File: config.mk
export PLATFORM = sky130hd
export DESIGN_NAME = logic_result_stage_flat
export DESIGN_NICKNAME = d
export VERILOG_FILES = /design/src/rtl/logic_result_stage_pkg.sv /design/src/rtl/logic_result_stage_if.sv /design/src/rtl/logic_result_fifo2.sv /design/src/rtl/logic_result_stage.sv /design/src/flat_wrapper.sv
export SDC_FILE = /design/constraint.sdc
export NUM_CORES = 1
export LEC_CHECK = 0
export CORE_UTILIZATION = 51
export CTS_CLUSTER_SIZE = 25
export DETAILED_ROUTE_END_ITERATION = 8
export GPL_TIMING_DRIVEN = 0
export HOLD_SLACK_MARGIN = 0.08
export PLACE_DENSITY_LB_ADDON = 0.25
export SYNTH_ARGS = -nofsm -noshare
export SYNTH_HDL_FRONTEND = slang
export SYNTH_SLANG_ARGS = --single-unit
File: constraint.sdc
create_clock -name clk -period 6.1 [get_ports clk]
set_clock_uncertainty 0.05 [all_clocks]
set_input_delay 0.61 -clock clk [delete_from_list [all_inputs] [get_ports clk]]
set_output_delay 0.61 -clock clk [all_outputs]
set_load 0.02 [all_outputs]
File: src/rtl/logic_result_stage_pkg.sv
// logic_result_stage_pkg: shared widths, entry layout and lane-mask helper for the logic result stage
package logic_result_stage_pkg;
   localparam int LANES = 4;
   localparam int BYTE_W = 8;
   localparam int WIDTH = LANES * BYTE_W;
   localparam int TAG_W = 5;
   typedef struct packed {
      logic [TAG_W-1:0] tag;
      logic z2;
      logic z1;
      logic [LANES-1:0] sel;
      logic [WIDTH-1:0] y2;
      logic [WIDTH-1:0] y1;
   } entry_t;
   localparam int ENTRY_W = $bits(entry_t);
   function automatic logic [WIDTH-1:0] lane_mask(input logic [LANES-1:0] sel);
      logic [WIDTH-1:0] m;
      for (int i = 0; i < LANES; i++) m[i*BYTE_W +: BYTE_W] = {BYTE_W{sel[i]}};
      return m;
   endfunction
endpackage

File: src/rtl/logic_result_stage_if.sv
// logic_result_stage_if: upstream result and writeback handshake bundle
interface logic_result_stage_if;
   import logic_result_stage_pkg::*;
   logic in_valid;
   logic in_ready;
   logic [LANES-1:0] in_sel;
   logic [WIDTH-1:0] in_y1;
   logic [WIDTH-1:0] in_y2;
   logic [TAG_W-1:0] in_tag;
   logic out_valid;
   logic out_ready;
   logic [WIDTH-1:0] out_y1;
   logic [WIDTH-1:0] out_y2;
   logic [LANES-1:0] out_byte_en;
   logic [TAG_W-1:0] out_tag;
   logic out_z1;
   logic out_z2;
   logic [7:0] drop_count;
   modport slave (
      input in_valid, in_sel, in_y1, in_y2, in_tag, out_ready,
      output in_ready, out_valid, out_y1, out_y2, out_byte_en, out_tag, out_z1, out_z2, drop_count
   );
   modport master (
      output in_valid, in_sel, in_y1, in_y2, in_tag, out_ready,
      input in_ready, out_valid, out_y1, out_y2, out_byte_en, out_tag, out_z1, out_z2, drop_count
   );
endinterface

File: src/rtl/logic_result_fifo2.sv
// logic_result_fifo2: 2-entry valid/ready FIFO with registered ready and register-only outputs
module logic_result_fifo2 #(
   parameter int W = 8
) (
   input  logic         clk,
   input  logic         reset,
   input  logic         push_valid,
   output logic         push_ready,
   input  logic [W-1:0] push_data,
   output logic         pop_valid,
   input  logic         pop_ready,
   output logic [W-1:0] pop_data
);
   logic [W-1:0] mem [2];
   logic [1:0] count, count_n;
   logic rd_ptr, wr_ptr, push, pop;
   assign push = push_valid & push_ready;
   assign pop = pop_valid & pop_ready;
   assign pop_valid = count != 2'd0;
   assign pop_data = mem[rd_ptr];
   always_comb count_n = (push && !pop) ? count + 2'd1 : (pop && !push) ? count - 2'd1 : count;
   // ready is registered from next count so it never depends on pop_ready combinationally
   always_ff @(posedge clk) begin
      if (reset) begin
         count <= 2'd0;
         rd_ptr <= 1'b0;
         wr_ptr <= 1'b0;
         push_ready <= 1'b1;
         mem[0] <= '0;
         mem[1] <= '0;
      end else begin
         count <= count_n;
         push_ready <= count_n != 2'd2;
         if (push) begin
            mem[wr_ptr] <= push_data;
            wr_ptr <= ~wr_ptr;
         end
         if (pop) rd_ptr <= ~rd_ptr;
      end
   end
endmodule

File: src/rtl/logic_result_stage.sv
// logic_result_stage: masks ALU logic results per byte lane, flags zeros and buffers them toward writeback
module logic_result_stage
   import logic_result_stage_pkg::*;
(
   input logic clk,
   input logic reset,
   logic_result_stage_if.slave bus
);
   entry_t in_e, out_e;
   logic [WIDTH-1:0] mask;
   logic [7:0] drops;
   always_comb begin
      mask = lane_mask(bus.in_sel);
      in_e.y1 = bus.in_y1 & mask;
      in_e.y2 = bus.in_y2 & mask;
      in_e.sel = bus.in_sel;
      in_e.z1 = ~|(bus.in_y1 & mask);
      in_e.z2 = ~|(bus.in_y2 & mask);
      in_e.tag = bus.in_tag;
   end
   logic_result_fifo2 #(.W(ENTRY_W)) u_fifo (
      .clk        (clk),
      .reset      (reset),
      .push_valid (bus.in_valid),
      .push_ready (bus.in_ready),
      .push_data  (in_e),
      .pop_valid  (bus.out_valid),
      .pop_ready  (bus.out_ready),
      .pop_data   (out_e)
   );
   assign bus.out_y1 = out_e.y1;
   assign bus.out_y2 = out_e.y2;
   assign bus.out_byte_en = out_e.sel;
   assign bus.out_tag = out_e.tag;
   assign bus.out_z1 = out_e.z1;
   assign bus.out_z2 = out_e.z2;
   assign bus.drop_count = drops;
   always_ff @(posedge clk) begin
      if (reset) drops <= 8'd0;
      else if (bus.in_valid && !bus.in_ready && drops != 8'hFF) drops <= drops + 8'd1;
   end
endmodule

File: src/flat_wrapper.sv
// flat-port wrapper written by rule: the top's interface ports become plain ports
module logic_result_stage_flat import logic_result_stage_pkg::*;
  (clk, reset, bus_in_valid, bus_in_sel, bus_in_y1, bus_in_y2, bus_in_tag, bus_out_ready, bus_in_ready, bus_out_valid, bus_out_y1, bus_out_y2, bus_out_byte_en, bus_out_tag, bus_out_z1, bus_out_z2, bus_drop_count);
  logic_result_stage_if bus_i ();
  input logic clk;
  input logic reset;
  input wire logic [$bits(bus_i.in_valid)-1:0] bus_in_valid;
  input wire logic [$bits(bus_i.in_sel)-1:0] bus_in_sel;
  input wire logic [$bits(bus_i.in_y1)-1:0] bus_in_y1;
  input wire logic [$bits(bus_i.in_y2)-1:0] bus_in_y2;
  input wire logic [$bits(bus_i.in_tag)-1:0] bus_in_tag;
  input wire logic [$bits(bus_i.out_ready)-1:0] bus_out_ready;
  output wire logic [$bits(bus_i.in_ready)-1:0] bus_in_ready;
  output wire logic [$bits(bus_i.out_valid)-1:0] bus_out_valid;
  output wire logic [$bits(bus_i.out_y1)-1:0] bus_out_y1;
  output wire logic [$bits(bus_i.out_y2)-1:0] bus_out_y2;
  output wire logic [$bits(bus_i.out_byte_en)-1:0] bus_out_byte_en;
  output wire logic [$bits(bus_i.out_tag)-1:0] bus_out_tag;
  output wire logic [$bits(bus_i.out_z1)-1:0] bus_out_z1;
  output wire logic [$bits(bus_i.out_z2)-1:0] bus_out_z2;
  output wire logic [$bits(bus_i.drop_count)-1:0] bus_drop_count;
  assign bus_i.in_valid = bus_in_valid;
  assign bus_i.in_sel = bus_in_sel;
  assign bus_i.in_y1 = bus_in_y1;
  assign bus_i.in_y2 = bus_in_y2;
  assign bus_i.in_tag = bus_in_tag;
  assign bus_i.out_ready = bus_out_ready;
  assign bus_in_ready = bus_i.in_ready;
  assign bus_out_valid = bus_i.out_valid;
  assign bus_out_y1 = bus_i.out_y1;
  assign bus_out_y2 = bus_i.out_y2;
  assign bus_out_byte_en = bus_i.out_byte_en;
  assign bus_out_tag = bus_i.out_tag;
  assign bus_out_z1 = bus_i.out_z1;
  assign bus_out_z2 = bus_i.out_z2;
  assign bus_drop_count = bus_i.drop_count;
  logic_result_stage u_core (.clk(clk), .reset(reset), .bus(bus_i));
endmodule
==> impl_metrics.ini, run 1 <==
[outcome]
status = finished, final reports clean

[routing]
vias = 5025
avgViaCountPerCell = 5.66
first_iter_violations = 438
dr.pass1.iters = 5
ant_nets = 0
drc = 0
wl_mm = 17.6
drt-wirelength-per-cell_um = 19.8

[placed_design]
dp_cells = 856
io_buffers = 161
hpwlAfterDp_mm = 12.0
gp_congestion = 0.769

[critical_path]
startpoint_type = flop
worst-path-buf-inv = 3
cp_common_cell = buf_2
cpPeakStageDelay_ps = 580
worstPathArrival_ps = 2390
crit_chain = buf_2, buf_2, mux2_2, clkdlybuf4s50_1
cp-end-kind = output port
r2r_start = u_core.u_fifo.push_ready
slowest_stage = clkdlybuf4s50_1
crit_family = buffers and inverters
reg2reg_slack_ps = 3740
critPathKind = flop to output port
required_ps = 5440
critPathMaxFanout = 10

[clocking]
insertion_delay_ps = 420
clockRootBuffer = clkbuf_16
postCtsSetupBuffers = 0
htree_levels = 4
cts-buffers-inserted = 17
hold_buffers = 0
cts_max_path_buffers = 2
clk_pin_slew_ps = 60
cts_tree = built
cts_resized = 0
clock-sinks = 164

[worst_hold_path]
hp-start = u_core.bus.drop_count[6]
holdCritPathClass = flop to flop

[pwr]
pwr-share-seq = 0.401
power.internal_w = 0.00253
p_leak_nw = 4.09
vdd_drop_max_uv = 264
pwr-share-comb = 0.311
swShare = 0.287
p_clk_frac = 0.288
power_w = 0.00354
p_per_area_mw_per_mm2 = 362
p_sw_w = 0.00102

[sta]
worst_slew_pin_slew_ps = 696
setup_viol = 0
tns_ps = 0
slew_headroom = 0.535
slew_violations = 0
post-route-min-period_ps = 3050
hold_viol = 0
max_freq_mhz = 328
rsz0062_at_grt = no
fin_crit_sh = 0.500

[logic_synthesis]
ys_top_cells_by_area = edfxtp_1 (62%), and3_1 (12%), mux2_2 (12%), dfxtp_1 (3.8%), or4_1 (1.6%)
syn_inst = 512
synth-main-ff-cell = edfxtp_1
synth-warning-count = 0
avgSynthCellArea_sq_um = 14.3
syn-cell-area_sq_mm = 0.00730
ys_seq_elements = 164
synth_top_cell_area_share = 0.617
synthArstFlopShare = 0
synth_edf_count = 150
ys_top_cells_by_count = edfxtp_1 (150), and3_1 (140), mux2_2 (75)
synth.distinct_cells = 34
yosys.area.top_type = edfxtp_1
syn-num-nets = 591
yosysMostFrequentCell = edfxtp_1
ys_seq_area_frac = 0.656

[layout]
multi_input_area_sq_mm = 0.00237
fin_cells = 888
nets = 774
drive_above_1_share = 0.169
syn2layout_area_growth_pct = 34.3
seqCellArea_sq_mm = 0.00478
fill_cells = 986
num_antenna_cells = 0

[global_routing]
track_usage = 0.248
grt_pass1_wl_mm = 26.8
gr-total-overflow = 0
grt_pass1_vias = 5002
grt_max_degree = 52
grt_antenna_before_repair = 0

[flow_run]
drv_cap = 0

[floorplanning]
initial_utilization = 0.524
die_w_um = 122
die_h_um = 122
core-area_sq_mm = 0.0139
die_area_sq_mm = 0.0148
row_count = 43
num_io_pins = 162
worst register-to-register path: stages (launching register included):
cell	delay (ps)
dfxtp_1	380
nand2_4	140
nor2_1	150
clkbuf_1	400
nand2_1	210
nand2b_4	360
buf_16	320
through the flow:
stage | setup WS, ps | utilization | area (sq um) | hold WS [ps]
after floorplan | 1320 | - | 7300 | 431
after global placement | -1140 | 0.656 | 9140 | 457
after detailed placement | 2990 | 0.662 | 9220 | 487
after CTS | 3000 | 0.703 | 9800 | 517
after global routing | 2960 | 0.703 | 9800 | 558
final | 3050 | 0.703 | 9800 | 516
power groups by stage:
| stage | registers, W | logic, W | clock network [W] |
|---|---|---|---|
| 2_1_floorplan | 0.00145 | 0.000608 | 0 |
| 3_3_place_gp | 0.00146 | 0.00107 | 0 |
| 3_5_place_dp | 0.00144 | 0.00110 | 0 |
| 4_1_cts | 0.00142 | 0.00111 | 0.00103 |
| 5_1_grt | 0.00143 | 0.00117 | 0.00108 |
| 6_report | 0.00142 | 0.00110 | 0.00102 |
layout by cell type (no fill, tap or decap), types with 2 or more instances in the layout:
master and count:
a21oi_1 2, and2_1 10, and3_1 140, buf_12 2
buf_2 7, clkbuf_1 36, clkbuf_16 19, clkbuf_8 5
clkdlybuf4s50_1 161, clkinv_2 2, dfxtp_1 14, edfxtp_1 150
ha_1 2, inv_1 3, mux2_2 75, mux2i_1 2
nand2_1 2, nand4_1 4, nor2_1 16, nor4_2 2
o211ai_1 3, o21ai_0 8, o21ai_1 3, or4_1 16
xnor2_1 2, xor2_1 7
final timing paths:
path                            depth (start not counted)                       end
worst max-delay path                                    4                bus_out_z1
worst min-delay path                                    2  u_core.bus.drop_count[6]
worst max register to register                          6  u_core.u_fifo.mem[1][36]
worst min register to register                          2  u_core.bus.drop_count[6]
cell type report:
| class | count | share of cell area |
|---|---|---|
| clock buffers | 30 | 0.0578 |
| well taps | 180 | 0.0230 |
| clock inverters | 2 | 0.00102 |
| multi-input cells | 307 | 0.241 |
| plain buffers | 38 | 0.0158 |
| repair buffers | 164 | 0.171 |
| inverters | 3 | 0.00115 |
| flip-flops and latches | 164 | 0.488 |
logic make-up (layout without fill, tap and decap cells):
kind of cell | Yosys count | after routing | share of synthesized area
DFF | 164 | 164 | 0.656
and+or+nand+nor | 201 | 201 | 0.175
xor gates and xnor gates | 9 | 9 | 0.0108
AOI/OAI and AO/OA | 17 | 17 | 0.0130
muxes | 77 | 77 | 0.118
adders and majority gates | 3 | 3 | 0.00480
buffers and inverters | 41 | 237 | 0.0228
per-layer routing:
| layer | up-vias | GRT usage | part of all wire |
|---|---|---|---|
| met1 | 2433 | 0.309 | 0.41 |
| li1 | 2337 | - | - |
| met4 | 0 | 0.112 | 0.025 |
| met3 | 34 | 0.0707 | 0.077 |
| met2 | 221 | 0.403 | 0.49 |
| met5 | - | 0 | 0 |
state kept, by name, indices dropped and copies added (netlist names), named ones only:
name / flops
u_core.bus.drop_count: 8
u_core.u_fifo.count: 2
u_core.u_fifo.mem: 150
u_core.u_fifo.push_ready: 1
u_core.u_fifo.rd_ptr: 1
u_core.u_fifo.wr_ptr: 1
(Power assumes the default switching activity.)
==> inputs of run 2 (changes only) <==
clock period = 2.9 ns   (was 6.1 ns; I/O delays follow)
==> run 2 against run 1 <==
Net effect:
- register-to-register slack lost 3300 ps
- via count is 0.82% higher
- wire length is 0.56% lower
- largest cell class unchanged
- non-clock buffer count is the same
- sequential share of layout area is 0.10 points lower
- global-route usage shrank 0.46 points
==> impl_metrics.ini, run 2 (synthesized netlist as in run 1, its figures left out) <==
[outcome]
status = finished, final reports clean

[clocking]
insertion_delay_ps = 420
hold_buffers = 0
clockRootBuffer = clkbuf_16
cts_tree = built
htree_levels = 4
cts_resized = 0
postCtsSetupBuffers = 0
clock-sinks = 164
cts-buffers-inserted = 17
cts_max_path_buffers = 2
clk_pin_slew_ps = 60

[layout]
largest_reg_flops = 150
drive_above_1_share = 0.171
layout_common_cells = clkdlybuf4s50_1 (161), edfxtp_1 (150), and3_1 (140)
seqCellArea_sq_mm = 0.00478
nets = 774
multi_input_area_sq_mm = 0.00237
num_antenna_cells = 0
design_area_sq_mm = 0.00982
fill_cells = 970
final_common_cell = clkdlybuf4s50_1
utilization = 0.705
syn2layout_area_growth_pct = 34.5
top_register = u_core.u_fifo.mem

[critical_path]
slowest_stage = clkdlybuf4s50_1
cp-end-kind = output port
critPathMaxFanout = 10
critPathKind = flop to output port
startpoint_type = flop
cpPeakStageDelay_ps = 570
cp_common_cell = buf_2
required_ps = 2560
crit_chain = buf_2, buf_2, mux2_2, clkdlybuf4s50_1
worstPathArrival_ps = 2360

[pwr]
power_w = 0.00759
p_leak_nw = 4.10
p_per_area_mw_per_mm2 = 773
vdd_drop_max_uv = 498

[sta]
fin_crit_sh = 0.931
slew_headroom = 0.383
worst_slew_pin_slew_ps = 923
hold_viol = 0
slew_violations = 0
post-route-min-period_ps = 2700
max_freq_mhz = 371
setup_viol = 0
rsz0062_at_grt = no

[floorplanning]
initial_utilization = 0.524
num_io_pins = 162
die_w_um = 122
core-area_sq_mm = 0.0139
die_area_sq_mm = 0.0148
row_count = 43
die_h_um = 122

[routing]
vias = 5066
drc = 0
drt-wirelength-per-cell_um = 19.7
avgViaCountPerCell = 5.70
ant_nets = 0
first_iter_violations = 314
dr.pass1.iters = 5
wl_mm = 17.5

[global_routing]
grt_antenna_before_repair = 0
gr-total-overflow = 0
grt_pass1_vias = 5091
track_usage = 0.244
grt_pass1_wl_mm = 26.3
grt_max_degree = 42

[placed_design]
gp_congestion = 0.838
io_buffers = 161
hpwlAfterDp_mm = 12.0
placed_area_sq_mm = 0.00922

[flow_run]
drv_cap = 0

[worst_hold_path]
holdCritPathClass = input pin to flop
## run 2: changes by cell type in the layout (fill, tap and decap cells not counted)
| cell | previous run | this run |
|---|---|---|
| clkinv_1 | 0 | 3 |
| clkbuf_16 | 19 | 17 |
| bufinv_16 | 0 | 4 |
| clkbuf_8 | 5 | 0 |
| clkinvlp_4 | 0 | 1 |
| clkinv_2 | 2 | 5 |
| clkbuf_1 | 36 | 32 |
## run 2: worst paths after layout
check	startpoint	endpoint	slack [ps]	cells past startpoint
worst min-delay path	bus_in_tag[0]	u_core.u_fifo.mem[0][70]	510	2
worst max register to register	u_core.u_fifo.push_ready	u_core.u_fifo.mem[1][29]	470	6
worst max-delay path	flop	bus_out_byte_en[3]	200	4
worst min register to register	u_core.u_fifo.rd_ptr	u_core.u_fifo.rd_ptr	510	2
## run 2: layout make-up
class	instances	area share
clock buffers	19	0.0441
plain buffers	38	0.0158
flip-flops and latches	164	0.487
multi-input cells	307	0.241
well taps	180	0.0229
clock inverters	13	0.0167
inverters	3	0.00115
repair buffers	164	0.171
## run 2: layer usage
metal / up-vias / routed length, um / global-route usage
met5: - / 0 / 0
met4: 0 / 359 / 0.0934
met3: 24 / 1250 / 0.0716
met2: 191 / 8650 / 0.403
met1: 2522 / 7210 / 0.301
li1: 2329 / - / -
## run 2: power breakdown
group | leakage, nW | switching [W] | internal, W
clock | 0.293 | 0.000867 | 0.00142
sequential | 1.71 | 0.0000835 | 0.00290
combinational | 2.10 | 0.00121 | 0.00111
total | 4.10 | 0.00216 | 0.00543
## run 2: stage by stage
step | worst slack (ps) | setup TNS, ps | instances | hold slack (ps)
after global placement | -650 | -69830 | 853 | 452
after CTS | 176 | 0 | 888 | 498
after detailed placement | 37.2 | 0 | 856 | 492
after floorplan | 413 | 0 | 512 | 431
after global routing | 101 | 0 | 888 | 507
final | 201 | 0 | 888 | 506
## run 2: worst max-delay path, delay by kind of cell, from the launching register on
kind	cells	cell delay, ps
DFF	1	350
buffers and inverters	3	1200
muxes	1	370
==> inputs of run 3 (changes only) <==
CORE_UTILIZATION = 45   (was 51)
==> run 3 against run 2 <==
Net effect:
- worst hold slack worse by 28 ps
- utilization down 8.5 points
- die area up 13%
- total power down 1.6%
- global-route usage down 1.4 points
- sequential power about the same
- critical path depth unchanged
- sequential cell count unchanged
==> impl_metrics.ini, run 3 (synthesized netlist as in run 1, its figures left out) <==
[outcome]
status = finished, final reports clean

[pwr]
p_leak_nw = 4.08
vdd_drop_max_uv = 465
p_per_area_mw_per_mm2 = 758

[floorplanning]
die_area_sq_mm = 0.0167
die_w_um = 129
core-area_sq_mm = 0.0159
num_io_pins = 162
initial_utilization = 0.459
row_count = 46
die_h_um = 129

[sta]
worst_slew_pin_slew_ps = 917
hold_ws_ps = 478
setup_viol = 0
rsz0062_at_grt = no
post-route-min-period_ps = 2690
hold_viol = 0
max_freq_mhz = 371
slew_violations = 0
fin_ws_ps = 208
tns_ps = 0
fin_crit_sh = 0.928
slew_headroom = 0.387

[global_routing]
met1_usage = 0.278
grt_antenna_before_repair = 1
grt_max_degree = 47
grt_pass1_wl_mm = 28.0
top_usage_layer = met2
track_usage = 0.230
gr-total-overflow = 0
grt_pass1_vias = 5291
grt_util_met3 = 0.0723
gr-usage-met2 = 0.384

[placed_design]
io_buffers = 161
hpwlAfterDp_mm = 12.6
post-place-ws_ps = 8.51
gp_congestion = 0.790
dp_cells = 892
placed_area_sq_mm = 0.00927

[routing]
drc = 0
dr.pass1.iters = 5
ant_nets = 0
vias = 5033
first_iter_violations = 348
wl_mm = 18.3
drt-wirelength-per-cell_um = 19.8
avgViaCountPerCell = 5.45

[layout]
top_register = u_core.u_fifo.mem
largest_reg_flops = 150
num_antenna_cells = 0
syn2layout_area_growth_pct = 34.9
fill_cells = 1251
drive_above_1_share = 0.175
nets = 774
final_common_cell = clkdlybuf4s50_1
fin_cells = 924
layout_common_cells = clkdlybuf4s50_1 (161), edfxtp_1 (150), and3_1 (140)
design_area_sq_mm = 0.00985

[critical_path]
startpoint_type = flop
cp-end-kind = output port
critPathKind = flop to output port
worstPathArrival_ps = 2350
critPathMaxFanout = 10
required_ps = 2560

[clocking]
insertion_delay_ps = 440
cts-buffers-inserted = 17
cts_max_path_buffers = 2
htree_levels = 4
postCtsSetupBuffers = 0
clockRootBuffer = clkbuf_16
cts_tree = built
clk_pin_slew_ps = 60
cts_resized = 0
hold_buffers = 0
clock-sinks = 164

[flow_run]
drv_cap = 0

[worst_hold_path]
holdCritPathClass = flop to flop
[run 3: metal layers]
layer | vias up | wire length [um]
li1 | 2339 | -
met1 | 2486 | 7190
met2 | 182 | 9150
met3 | 24 | 1560
met4 | 2 | 343
met5 | - | 10
[run 3: per-stage QoR]
step                total power [W]  utilization
CTS                         0.00752        0.620
detailed placement          0.00536        0.584
global route                0.00777        0.620
global placement            0.00529        0.579
floorplan                   0.00431            -
finish                      0.00747        0.620
[run 3: path summary, 6_finish.rpt]
kind,startpoint,end,slack (ps),depth (start not counted)
hold / removal,u_core.u_fifo.rd_ptr,u_core.u_fifo.rd_ptr,480,2
hold reg to reg,u_core.u_fifo.rd_ptr,u_core.u_fifo.rd_ptr,480,2
setup reg to reg,u_core.u_fifo.push_ready,u_core.u_fifo.mem[1][41],450,6
setup / recovery,flop,bus_out_z1,210,4
[run 3: report_power, final]
group | leakage, nW | switching [W] | internal (W)
Combinational | 2.10 | 0.00121 | 0.00111
Sequential | 1.71 | 0.0000813 | 0.00290
Clock | 0.271 | 0.000916 | 0.00125
[run 3: cell type report]
cell class	count	area, sq um	share of cell area
clock inverter	11	101	0.0103
multi-input combinational	307	2370	0.240
inverter	3	11.3	0.00114
tap	216	270	0.0274
clock buffer	21	472	0.0479
buffer	38	155	0.0158
sequential	164	4780	0.486
timing repair buffer	164	1690	0.171
[run 3: worst max-delay path, stage by stage, from the launching register on]
cell             delay, ps
dfxtp_1                340
buf_2                  300
buf_2                  330
mux2_2                 380
clkdlybuf4s50_1        560
